==> src/rtl/riscv_pkg.sv <==
// Shared integer-pipeline constants for the writeback stage and register file.
package riscv_pkg;

  localparam int XLEN   = 32;
  localparam int NREGS  = 32;
  localparam int REG_AW = 5;

  localparam logic RESULT_SRC_ALU = 1'b0;
  localparam logic RESULT_SRC_MEM = 1'b1;

  localparam logic [REG_AW-1:0] REG_X0 = '0;

  function automatic logic isCommit(input logic we, input logic [REG_AW-1:0] rd);
    return we && (rd != REG_X0);
  endfunction

endpackage

==> src/rtl/regfile_2r1w.sv <==
// Two-read, one-write integer register file with hardwired x0.
// Same-cycle write-to-read bypass is enabled by defining WB_BYPASS_EN.
module regfile_2r1w
  import riscv_pkg::*;
#(
  parameter int XLEN  = riscv_pkg::XLEN,
  parameter int NREGS = riscv_pkg::NREGS
) (
  input  logic              clk,
  input  logic              rst_n,
  input  logic              we,
  input  logic [REG_AW-1:0] wAddr,
  input  logic [XLEN-1:0]   wData,
  input  logic [REG_AW-1:0] rAddr1,
  input  logic [REG_AW-1:0] rAddr2,
  output logic [XLEN-1:0]   rData1,
  output logic [XLEN-1:0]   rData2
);

  logic [XLEN-1:0] regs [NREGS];

  // x0 is never written, so it stays at its reset value of zero.
  always_ff @(posedge clk or negedge rst_n) begin
    if (!rst_n) begin
      for (int i = 0; i < NREGS; i++) begin
        regs[i] <= '0;
      end
    end else if (isCommit(we, wAddr)) begin
      regs[wAddr] <= wData;
    end
  end

`ifdef WB_BYPASS_EN
  logic writeLive;
  assign writeLive = isCommit(we, wAddr);
`endif

  always_comb begin
    rData1 = '0;
    rData2 = '0;
    if (rst_n) begin
      if (rAddr1 != REG_X0) rData1 = regs[rAddr1];
      if (rAddr2 != REG_X0) rData2 = regs[rAddr2];
`ifdef WB_BYPASS_EN
      if (writeLive && (rAddr1 == wAddr)) rData1 = wData;
      if (writeLive && (rAddr2 == wAddr)) rData2 = wData;
`endif
    end
  end

endmodule

==> src/rtl/wb_regfile.sv <==
// Writeback stage: result select, register-file commit, commit trace and counter.
// Optional macro WB_BYPASS_EN makes a W-stage write visible to same-cycle decode reads.
module wb_regfile
  import riscv_pkg::*;
#(
  parameter int XLEN  = riscv_pkg::XLEN,
  parameter int NREGS = riscv_pkg::NREGS
) (
  input  logic              clk,
  input  logic              rst_n,
  input  logic              RegWriteW,
  input  logic              ResultSrcW,
  input  logic [XLEN-1:0]   ALUResultW,
  input  logic [XLEN-1:0]   ReadDataW,
  input  logic [REG_AW-1:0] RdW,
  input  logic [REG_AW-1:0] A1D,
  input  logic [REG_AW-1:0] A2D,
  output logic [XLEN-1:0]   RD1D,
  output logic [XLEN-1:0]   RD2D,
  output logic [XLEN-1:0]   ResultW,
  output logic              CommitValid,
  output logic [REG_AW-1:0] CommitRd,
  output logic [XLEN-1:0]   CommitData,
  output logic [XLEN-1:0]   WbCount
);

  logic commitNow;

  assign ResultW   = (ResultSrcW == RESULT_SRC_MEM) ? ReadDataW : ALUResultW;
  assign commitNow = isCommit(RegWriteW, RdW);

  regfile_2r1w #(
    .XLEN  (XLEN),
    .NREGS (NREGS)
  ) regFile (
    .clk    (clk),
    .rst_n  (rst_n),
    .we     (RegWriteW),
    .wAddr  (RdW),
    .wData  (ResultW),
    .rAddr1 (A1D),
    .rAddr2 (A2D),
    .rData1 (RD1D),
    .rData2 (RD2D)
  );

  // Rd/data hold their last committed values so the trace stays readable between commits.
  always_ff @(posedge clk or negedge rst_n) begin
    if (!rst_n) begin
      CommitValid <= 1'b0;
      CommitRd    <= '0;
      CommitData  <= '0;
    end else begin
      CommitValid <= commitNow;
      if (commitNow) begin
        CommitRd   <= RdW;
        CommitData <= ResultW;
      end
    end
  end

  always_ff @(posedge clk or negedge rst_n) begin
    if (!rst_n) begin
      WbCount <= '0;
    end else if (commitNow) begin
      WbCount <= WbCount + 1'b1;
    end
  end

endmodule

==> config.mk <==
export PLATFORM = sky130hd
export DESIGN_NAME = wb_regfile
export DESIGN_NICKNAME = d
export VERILOG_FILES = /design/src/rtl/riscv_pkg.sv /design/src/rtl/regfile_2r1w.sv /design/src/rtl/wb_regfile.sv
export SDC_FILE = /design/constraint.sdc
export NUM_CORES = 2
export LEC_CHECK = 0
export CORE_MARGIN = 2
export CORE_UTILIZATION = 66
export CTS_CLUSTER_SIZE = 16
export DETAILED_ROUTE_END_ITERATION = 10
export PLACE_DENSITY_LB_ADDON = 0.25
export SLEW_MARGIN = 40
export SYNTH_ARGS = -nofsm -noshare
export SYNTH_HDL_FRONTEND = slang
export SYNTH_HIERARCHICAL = 1
export SYNTH_SLANG_ARGS = --single-unit
==> constraint.sdc <==
create_clock -name clk -period 4.85 [get_ports clk]
set_input_delay 0.7275 -clock clk [delete_from_list [all_inputs] [get_ports clk]]
set_output_delay 0.7275 -clock clk [all_outputs]
set_load 0.02 [all_outputs]
**Word-level counts from Yosys, hierarchy flattened**

Index checks and enable logic that the tools add are counted.

- Memories: 0
- Input bits: 83
- Register bits: 1,094
- Memory bits (read-only): 0
- Memory bits (writable): 0
- Latch bits: 0

- Muxes and demuxes: 14
- Order comparisons: 4
- Reductions and logical operators: 5
- Shift operators: 0
- Equal/unequal tests: 0
- Bitwise operators: 3
- Add/subtract/negate cells: 1
- Div/mod/pow operators: 0
- Multiply operators: 0

Operators with widths:

| kind | count |
|---|---|
| 1024-bit bitwise mux | 1 |
| 32-bit binary-select mux with 5-bit select | 2 |
| 32-bit two-way mux | 10 |
| 32-bit demux with 5-bit select | 1 |
| 32-bit by 1-bit adder with 32-bit output, second input constant | 1 |
| 6-bit >= comparator, second input constant | 3 |
| 5-bit inverter with 6-bit output | 3 |
| 5-bit nonzero test | 3 |
| 6-bit by 1-bit < comparator with 1-bit output, second input constant | 1 |
| 1-bit logical AND | 2 |

**Depth between registers and ports, before layout**

- Depth after elaboration: 6
- Mapped depth: 7

**Cells and area by module**

The synthesis kept the hierarchy.

Modules (own cells, without submodules):

| module | times used | cells an instance | area each (sq um) | seq. area each (sq um) |
|---|---|---|---|---|
| regfile_2r1w | 1 | 3,979 | 53,054.6 | 24,873.9 |
| wb_regfile | 1 | 261 | 3,337.0 | 1,751.7 |

**Worst setup path before layout**

No wires, ideal clock.

- Kind: input -> output
- Start: input port A2D[0]
- End: output port RD2D[16]
- Setup slack: 2.002 ns
- Stages: 5
- Buffers on the path: 2
- Arrival time: 2.121 ns
- Cells stage by stage: buf_2 > buf_2 > mux4_2 > a22oi_1 > nand4_1

- Longest elaborated chain between the ends: 6
- Elaborated cells on any way between the ends: 7

Ends and longest elaborated chain:

| element | RTL line | RTL |
|---|---|---|
| start: declaration | wb_regfile.sv:17 | `input logic [REG_AW-1:0] A2D,` |
| 5-bit inverter with 6-bit output (implied by the code) | regfile_2r1w.sv:43 | `if (rAddr2 != REG_X0) rData2 = regs[rAddr2];` |
| 32-bit binary-select mux with 5-bit select | regfile_2r1w.sv:43 |  |
| 32-bit two-way mux (implied by the code) (2 in a row) | regfile_2r1w.sv:43 |  |
| 32-bit two-way mux (*) | regfile_2r1w.sv:43 |  |
| 32-bit two-way mux (*) | regfile_2r1w.sv:41 | `if (rst_n) begin` |
| end: declaration | wb_regfile.sv:19 | `output logic [XLEN-1:0] RD2D,` |

Every way passes the cells marked *; elsewhere a longest branch is shown, timed or not. The select of a mux whose other input is x is not followed.

**Worst setup path after layout**

- Start: input port rst_n
- End: output port RD2D[16]

- Longest elaborated chain between the ends: 1

Ends and longest elaborated chain:

| element | RTL line | RTL |
|---|---|---|
| start: declaration | wb_regfile.sv:10 | `input logic rst_n,` |
| 32-bit two-way mux | regfile_2r1w.sv:41 |  |

Every way passes these cells.

==> summary by stage <==
Global route
The first-pass GRT wire length is 266000 µm. The remaining global-route overflow is 0. The via count of the first global-routing pass came to 41479. The number of antenna violations at the first check in global routing is 7. In the global route stage, overall resource usage came out at 0.412. Entering global routing, the biggest net connects 132 pins.

Min path
In this run the worst hold path is classified as flip-flop to flip-flop. The hold-critical path depth is 0.

Finish
The final layout contains 4418 nets. At the end of the flow the core is filled with cells to 0.755. In the layout the commonest cells are sky130_fd_sc_hd__dfrtp_1 (1064), sky130_fd_sc_hd__mux2_2 (1037), sky130_fd_sc_hd__mux2i_1 (574). The relative area change from synthesis to final layout is 13.7%. The library cell used most frequently in the layout, excluding fill and tap cells, is sky130_fd_sc_hd__dfrtp_1. The filler cell count in the final layout is 5462.

The fraction of final layout cells sized beyond drive strength 1 is 0.378. The post-layout instance area is 64100 µm².

Drt
The number of optimization iterations in the first detailed-route pass is 6. The DRC violation count after routing is 0. In this run the remaining antenna-violating nets after routing total 0.

In the final routed layout, each cell accounts on average for 32.3 µm. After detailed routing, the number of vias per cell comes to 7.31. After the first detailed-routing iteration, the DRC count stood at 4894.

The via total after detailed routing is 40714. Summed over all layers, the routed wires come to 180000 µm.

Pwr
The design draws 26.6 mW. For this design the static power due to leakage is 28.5 nW. The power per cell area is 415 nW/µm². The peak supply drop is 320 µV.

Clock network
The H-tree generated during clock tree synthesis spans 3 levels. After clock tree synthesis, the clock-pin slew on the worst setup and hold paths is 0.06 ns. The post-CTS setup-driven buffer insertion count is 0. The insertion delay to the later sink of the worst-skew pair is 0.71 ns. The clock drives 1064 sinks. The number of buffers created by CTS is 112. The number of buffers between clock root and the deepest sink is 3. The TritonCTS clock tree is yes. Once the clock tree was built, the resizer swapped 0 gates to a different size.

The cell at the root of the clock tree is sky130_fd_sc_hd__clkbuf_16. The hold buffer count at cts is 1.

STA
Subtracting the final worst setup slack from the clock period gives 4.62 ns. The relative slew slack is 0.396. The number of failing setup endpoints in the final timing report is 0. Setup repair after global routing left no endpoint under its margin. The count of endpoints failing hold in the final timing report is 0.

The setup total negative slack is 0 ns. The achievable frequency is 0.216 GHz. Dividing the final minimum period by the clock period gives 0.954. For the pin with the worst max-slew slack, the measured transition is 0.904 ns.

Clock skew on the completed layout was measured at 0.0108 ns. The max-slew violation count is 0.

Setup path
The endpoint type of the worst setup path is an output port. The largest single stage delay on the critical path is 0.71 ns. Measured in cells, the most critical reg-to-reg path has a length of 5. The required time of the worst setup path is 4.12 ns. Of all nets on the critical path, the largest fanout is 17. For this design, the slowest cell found on the critical path is sky130_fd_sc_hd__clkdlybuf4s50_1. The critical path in this run is classified as primary input to output port. The startpoint type of the worst setup path is a primary input. STA puts the critical path data arrival time at 3.90 ns. The signal on the critical path passes through dlygate4sd3_1 -> buf_8 -> or3b_1 -> buf_4 -> a221oi_1 -> a22oi_1 -> nand4_1 -> clkdlybuf4s50_1.

Die
For this configuration, the core starts out at a cell density of 0.664. The die is 296 µm tall. Row generation in the floorplan step produced 107 rows. 249 I/O pins were placed. After floorplanning, the core was sized to cover 84900 µm². The die covers 87800 µm². The overall die width is 296 µm.

Placed design
Summed over all nets, the half-perimeter wirelength after detailed placement is 111000 µm. After detailed placement, the total cell area comes to 60300 µm². Input and output buffers added on the ports amount to 248. The final weighted congestion in routability-driven placement is 0.928.

Synthesis
Of the total synthesized cell area, the portion taken by full adders, half adders and majority gates is 0.000222. The number of synthesized register bits is 1064. The simple logic cell fraction of the synthesized area is 0.0316. The share of the synthesized area in the top cell type is 0.472. The synthesized netlist occupies a cell area of 56400 µm². The sequential cell area fraction in the yosys report is 0.472.

Counting every instance in the synthesized netlist gives 4240. The compound-cell area share of the yosys netlist is 0.0637. By area, the combinational part of the netlist is dominated by multiplexers. The cell type contributing the most total cell area after synthesis is sky130_fd_sc_hd__dfrtp_1. The average instance in the mapped netlist occupies 13.3 µm².

During synthesis, Yosys emitted a total of 6 warnings. Yosys attributes the largest share of cell area to sky130_fd_sc_hd__dfrtp_1 (47%), sky130_fd_sc_hd__mux2_2 (21%), sky130_fd_sc_hd__mux2i_1 (10%). After synthesis, the share of cell area in mux cells is 0.390. The number of nets produced by synthesis is 4324. The parity-gate share of the synthesized area counting xor and xnor cells is 0.00481. The netlist uses 56 different library cells.

Status
The flow ran to the end, and the final reports show no timing, DRC or antenna violations.

Run
Across the run, the number of max-cap violations was 0.
[report_power, final]
group | internal [mW] | switching (mW) | total, mW | leakage (nW)
registers | 10.7 | 1.41 | 12.1 | 13.6
logic | 3.05 | 2.65 | 5.70 | 13.0
clock network | 5.17 | 3.64 | 8.81 | 1.87
[per-layer routing]
layer | share of wire | routed length, µm | up-vias | GRT usage
li1 | - | - | 16318 | -
met1 | 0.37 | 66300 | 20956 | 0.533
met2 | 0.45 | 81000 | 2699 | 0.623
met3 | 0.11 | 19200 | 737 | 0.112
met4 | 0.074 | 13300 | 4 | 0.257
met5 | 0.00014 | 26 | - | 0
[stage by stage]
step	hold WS (ns)	std cells	worst slack [ns]
floorplan	0.425	4240	2.00
finish	0.388	5571	0.226
CTS	0.382	5567	0.394
global route	0.397	5567	0.231
detailed placement	0.369	5363	0.483
global placement	0.362	5359	0.482
[cells by family (layout without fill, tap and decap cells)]
| family | Yosys count | count (layout) |
|---|---|---|
| adder cells (fa/ha/maj) | 1 | 1 |
| other | 0 | 4 |
| multiplexers | 1824 | 1824 |
| AND/OR/NAND/NOR | 347 | 347 |
| buffers and inverters | 452 | 635 |
| AO/OA/AOI/OAI | 521 | 521 |
| flip-flops | 1064 | 1064 |
| XOR/XNOR | 31 | 31 |
[final timing paths]
| kind | start | to | slack, ns |
|---|---|---|---|
| min in group asynchronous | rst_n | regFile/regs[720] | 0.47 |
| max in group asynchronous | rst_n | regFile/regs[888] | 2.00 |
| setup / recovery | rst_n | RD2D[16] | 0.23 |
| hold / removal | regFile/regs[1011] | regFile/regs[1011] | 0.39 |
| hold reg to reg | regFile/regs[1011] | regFile/regs[1011] | 0.39 |
| setup reg to reg | WbCount[0] | WbCount[6] | 3.15 |
[cell usage after synthesis (all sizes together)]
| master | count |
|---|---|
| mux4 | 193 |
| nand4b | 2 |
| and4 | 1 |
| xnor2 | 28 |
| mux2 | 1057 |
| nand3b | 5 |
| nor3b | 1 |
| or2 | 2 |
| or3b | 7 |
| a21oi | 5 |
| and3 | 9 |
| ha | 1 |
| nand4 | 82 |
| o21ai | 64 |
| a22o | 1 |
| a221oi | 62 |
| and2b | 3 |
| o221ai | 2 |
| or3 | 3 |
| o22ai | 191 |
| dfrtp | 1064 |
| nor4 | 3 |
| o32ai | 2 |
| nor4bb | 1 |
| inv | 11 |
| xor2 | 3 |
| a21o | 1 |
| a22oi | 189 |
| a31oi | 2 |
| mux2i | 574 |
| nand2 | 161 |
| nor2b | 10 |
| a211oi | 1 |
| buf | 224 |
| o41ai | 1 |
| nand3 | 16 |
| nor2 | 22 |
| clkbuf | 217 |
| nor3 | 7 |
| and2 | 7 |
| nand2b | 5 |
[final cells by class]
class | instances | area [µm²] | share of cell area
inverter | 11 | 41.3 | 0.000644
clock buffer | 169 | 3350 | 0.0522
clock inverter | 34 | 428 | 0.00667
timing repair buffer | 421 | 4280 | 0.0668
multi-input combinational | 2724 | 28000 | 0.436
sequential | 1064 | 26600 | 0.415
tap | 1144 | 1430 | 0.0223
antenna | 4 | 10.0 | 0.000156
[registers in the layout, summed over array words and instances, names as in the netlist]
signal	count
CommitValid	1
WbCount	32
CommitRd	5
regFile/regs	994
CommitData	32
[critical path, delay by kind of cell]
kind	cells	cell delay, ns
buffers and inverters	4	1.77
AO/OA/AOI/OAI	2	0.37
AND/OR/NAND/NOR	2	0.99
(Power assumes the default switching activity.)
